`src/rtl/as_pkg.sv`:
```
// Shared encodings for the add/sub accumulator front end.
package as_pkg;

   localparam int AS_WIDTH = 4;

   localparam logic [1:0] OP_LOAD = 2'b00;
   localparam logic [1:0] OP_ADD  = 2'b01;
   localparam logic [1:0] OP_SUB  = 2'b10;
   localparam logic [1:0] OP_CLR  = 2'b11;

   localparam logic [0:0] ST_EMPTY = 1'b0;
   localparam logic [0:0] ST_FULL  = 1'b1;

endpackage

```
`src/rtl/as_alu_comb.sv`:
```
// Combinational two's-complement add/sub step applied to the running accumulator.
module as_alu_comb
   import as_pkg::*;
#(
   parameter int WIDTH = AS_WIDTH
) (
   input  logic [WIDTH-1:0] acc,
   input  logic [WIDTH-1:0] in_data,
   input  logic [1:0]       in_op,
   output logic [WIDTH-1:0] nxt_acc,
   output logic             carry,
   output logic             ovf,
   output logic             zero
);

   logic             is_sub;
   logic [WIDTH-1:0] bs;
   logic [WIDTH:0]   sum;

   // SUB is acc + ~b + 1, so carry-out reads as "no borrow"
   assign is_sub = (in_op == OP_SUB);
   assign bs     = is_sub ? ~in_data : in_data;
   assign sum    = {1'b0, acc} + {1'b0, bs} + {{WIDTH{1'b0}}, is_sub};

   always_comb begin
      nxt_acc = '0;
      carry   = 1'b0;
      ovf     = 1'b0;
      case (in_op)
         OP_LOAD: nxt_acc = in_data;
         OP_ADD, OP_SUB: begin
            nxt_acc = sum[WIDTH-1:0];
            carry   = sum[WIDTH];
            ovf     = (acc[WIDTH-1] == bs[WIDTH-1]) & (sum[WIDTH-1] != acc[WIDTH-1]);
         end
         default: nxt_acc = '0;
      endcase
   end

   assign zero = (nxt_acc == '0);

endmodule

```
`src/rtl/as_accumulator.sv`:
```
// Command-driven accumulator with a one-entry result register and valid/ready backpressure.
module as_accumulator
   import as_pkg::*;
#(
   parameter int WIDTH = AS_WIDTH,
   parameter int CNT_W = 8
) (
   input  logic             clk,
   input  logic             rst,
   input  logic             in_valid,
   output logic             in_ready,
   input  logic [1:0]       in_op,
   input  logic [WIDTH-1:0] in_data,
   output logic             out_valid,
   input  logic             out_ready,
   output logic [WIDTH-1:0] out_acc,
   output logic             out_carry,
   output logic             out_ovf,
   output logic             out_zero,
   output logic [CNT_W-1:0] out_cnt
);

   logic [0:0]       state;
   logic [WIDTH-1:0] acc;
   logic [WIDTH-1:0] nxt_acc;
   logic             nxt_carry, nxt_ovf, nxt_zero;
   logic             accept;

   as_alu_comb #(.WIDTH(WIDTH)) u_alu (
      .acc     (acc),
      .in_data (in_data),
      .in_op   (in_op),
      .nxt_acc (nxt_acc),
      .carry   (nxt_carry),
      .ovf     (nxt_ovf),
      .zero    (nxt_zero)
   );

   assign in_ready  = (state == ST_EMPTY) | out_ready;
   assign accept    = in_valid & in_ready;
   assign out_valid = (state == ST_FULL);
   // acc only changes on accept, so it doubles as the result value
   assign out_acc   = acc;

   always_ff @(posedge clk) begin
      if (rst) begin
         state     <= ST_EMPTY;
         acc       <= '0;
         out_carry <= 1'b0;
         out_ovf   <= 1'b0;
         out_zero  <= 1'b1;
         out_cnt   <= '0;
      end else if (accept) begin
         state     <= ST_FULL;
         acc       <= nxt_acc;
         out_carry <= nxt_carry;
         out_ovf   <= nxt_ovf;
         out_zero  <= nxt_zero;
         out_cnt   <= out_cnt + 1'b1;
      end else if (state == ST_FULL && out_ready) begin
         state <= ST_EMPTY;
      end
   end

endmodule

```
`config.mk`:
```
export PLATFORM = sky130hd
export DESIGN_NAME = as_accumulator
export DESIGN_NICKNAME = d
export VERILOG_FILES = /design/src/rtl/as_pkg.sv /design/src/rtl/as_alu_comb.sv /design/src/rtl/as_accumulator.sv
export SDC_FILE = /design/constraint.sdc
export NUM_CORES = 1
export LEC_CHECK = 0
export CAP_MARGIN = 0
export CORE_MARGIN = 3
export CORE_UTILIZATION = 41
export DETAILED_ROUTE_END_ITERATION = 12
export PLACE_DENSITY_LB_ADDON = 0.2
export SLEW_MARGIN = 5
export SYNTH_ARGS = -nofsm -noshare
export SYNTH_HDL_FRONTEND = slang
export SYNTH_SLANG_ARGS = --single-unit
```
`constraint.sdc`:
```
create_clock -name clk -period 2 [get_ports clk]
set_input_delay 0.3 -clock clk [delete_from_list [all_inputs] [get_ports clk]]
set_output_delay 0.3 -clock clk [all_outputs]
set_load 0.005 [all_outputs]
```
==> summary.txt <==
Hold buffer count at cts: 0
TritonCTS clock tree: yes
Post-synthesis cell type count: 29
Slew @ Worst Pin: 500 ps
Num rows: 16
Met3 WL: 122 µm
Initial Util: 0.446
Gr usage total: 0.166
Final hold vios: 0
Total gr overflow: 0
Worst Skew: 4.59 ps
Vias in the first global route: 859
Seq cells post-synth: 16
Skew-Pair Late Insertion Delay: 280 ps
FF-to-FF setup slack: 160 ps
Clock network power share: 0.264
Pre-antenna DRT Iters: 4
CP Class: in2reg
Worst Setup End Kind: flop
Synth Area per Inst: 8.50 µm²
Post-Route M1 WL: 978 µm
Largest net degree at the start of global routing: 14
Hold WC Path Type: reg2reg
DRC Markers: 0
IO Pins: 27
Critical Path AT: 2090 ps
Number of synthesized flops with an enable pin: 0
Data required, critical path: 2180 ps
Outcome: complete, no violations
H-tree levels: 1
Post-Syn Instances: 106
Clock sinks: 16
Top FF cell, synth: dfxtp_1
Top Metal Used: met4
Initial antenna violation count: 0
Worst-path clk slew: 90 ps
Vias/cell: 4.97
Most frequent cells after synthesis: nand2_1, dfxtp_1, a21oi_1
Post-DRT Antenna Nets: 0
VDD IR max: 0.000402 V
Top-count cell post-synth: nand2_1
Slew Viols, Final: 0
Switch Pwr: 214 µW
DP Worst Slack: -584 ps
Fill count: 158
FFs w/ async S/R, synth: 0
Fmax: 525 MHz
Combinational share of power: 0.300
Final nets: 170
Clock root cell: clkbuf_4
First DRT Iteration DRCs: 8
CTS Buf Count: 3
P&R area growth vs syn: 52.9%
First-pass GRT wire length: 3530 µm
Final setup margin: 93.6 ps
Drt total wl: 2200 µm
Dominant cell type by area after synthesis: dfxtp_1
Sequential share of the synthesized area: 0.356
Avg WL per Cell: 12.3 µm
DP HPWL: 1630 µm
Share of cells above drive strength 1: 0.232
Top-area cell type share of the netlist area: 0.356
Finished Core Util: 0.681
Min Tclk post-route: 1910 ps
Ant diodes: 0
CTS Buffer Depth: 2
Die area: 0.00280 mm²
Syn_nets: 124
Net Sw Frac: 0.270
Sequential power share: 0.436
Relative slew slack: 0.666
Area after DPL: 0.00130 mm²
Cell area after synthesis: 901 µm²
Final period utilization: 0.953
Design area: 0.00138 mm²
Finish-stage setup viols: 0
Routability congestion estimate: 0.715
Max-Cap Viols: 0
Die Y: 52.9 µm
Core ar.: 0.00202 mm²
Port bufs: 26
RSZ-0062 raised after global routing: no
CP Launch Type: primary input
Int Pwr: 581 µW
Met2 WL: 1090 µm
Total number of vias: 885
Top cells by area, synth: dfxtp_1, ha_1, xor2_1
LEAKAGE: 0.000592 µW
Die W: 52.9 µm
Power Dens Cells: 577 mW/mm²
CP max FO: 4
Synth warn: 0
==> cells in the final DEF (no fill, tap or decap), types with 2 or more instances in the layout <==
master,instances
xor2_1,8
buf_4,17
o21ai_0,3
clkdlybuf4s50_1,21
inv_1,4
nand2_1,17
nor2b_1,2
inv_2,2
a21oi_1,10
dlygate4sd2_1,2
nand4_1,2
clkbuf_2,2
clkbuf_4,3
nor2_1,8
nand2b_1,2
dfxtp_1,16
ha_1,6
xnor2_1,2
and3_1,2
==> flip-flops by register name, summed over array words and instances (netlist names) <==
register,count
out_cnt,8
out_acc,4
out_carry,1
out_ovf,1
out_valid,1
out_zero,1
==> final cells by class <==
class,instances,area (µm²),area share
well taps,27,33.8,0.0245
flip-flops and latches,16,320,0.233
inverters,6,22.5,0.0163
clock buffers,4,36.3,0.0263
multi-input cells,81,576,0.418
repair buffers,44,389,0.282
==> metrics by stage <==
| stage | cells | power (µW) | TNS (ps) | hold WS [ps] |
|---|---|---|---|---|
| after floorplan | 106 | 460 | 0 | 429 |
| after global placement | 171 | 562 | -2260 | 440 |
| final | 178 | 796 | 0 | 468 |
| after CTS | 176 | 779 | 0 | 468 |
| after global routing | 178 | 837 | 0 | 500 |
| after detailed placement | 171 | 568 | -2610 | 454 |
==> power by group through the flow <==
stage / combinational [µW] / sequential (µW) / clock (µW)
after floorplan: 107 / 353 / 0
after global placement: 208 / 354 / 0
after detailed placement: 214 / 355 / 0
after CTS: 216 / 347 / 216
after global routing: 263 / 349 / 226
final: 238 / 347 / 210
==> kinds of logic (layout without fill, tap and decap cells) <==
kind of cell    Yosys count  in the layout  synth area share
buf+inv                   9             54            0.0486
mux                       1              1            0.0153
simple gates             40             40             0.214
flops                    16             16             0.356
compound gates           20             20             0.131
xor+xnor                 12             12             0.117
fa+ha+maj                 8              8             0.119
==> metal layers <==
| layer | up-vias | track usage |
|---|---|---|
| li1 | 444 | - |
| met1 | 417 | 0.205 |
| met2 | 22 | 0.285 |
| met3 | 2 | 0.0451 |
| met4 | 0 | 0.0383 |
| met5 | - | 0 |
==> worst paths after layout <==
path / start / end / cells after the start
max reg2reg: out_acc[0]$_SDFFE_PP0P_ / out_zero$_SDFFE_PP1P_ / 6
min: out_ovf$_SDFFE_PP0P_ / out_ovf$_SDFFE_PP0P_ / 2
min reg2reg: out_ovf$_SDFFE_PP0P_ / out_ovf$_SDFFE_PP0P_ / 2
max: in_op[0] / out_zero$_SDFFE_PP1P_ / 11
==> worst max-delay path, stage by stage <==
cell and delay (ps):
clkbuf_2 100, inv_2 50, ha_4 170, xor2_1 170, ha_1 350, buf_6 140, xnor2_2 150, a22oi_1 90
nor2_1 200, nor3_2 60, a221o_1 320
==> repair_timing <==
action | 4_1_cts | 5_1_grt
buffers inserted | 1 | 2
pin swaps | 7 | 8
endpoints found under the setup margin | 6 | 2
endpoints found under the hold margin | 0 | 0
resized for setup | 6 | 10
(Power assumes the default switching activity.)
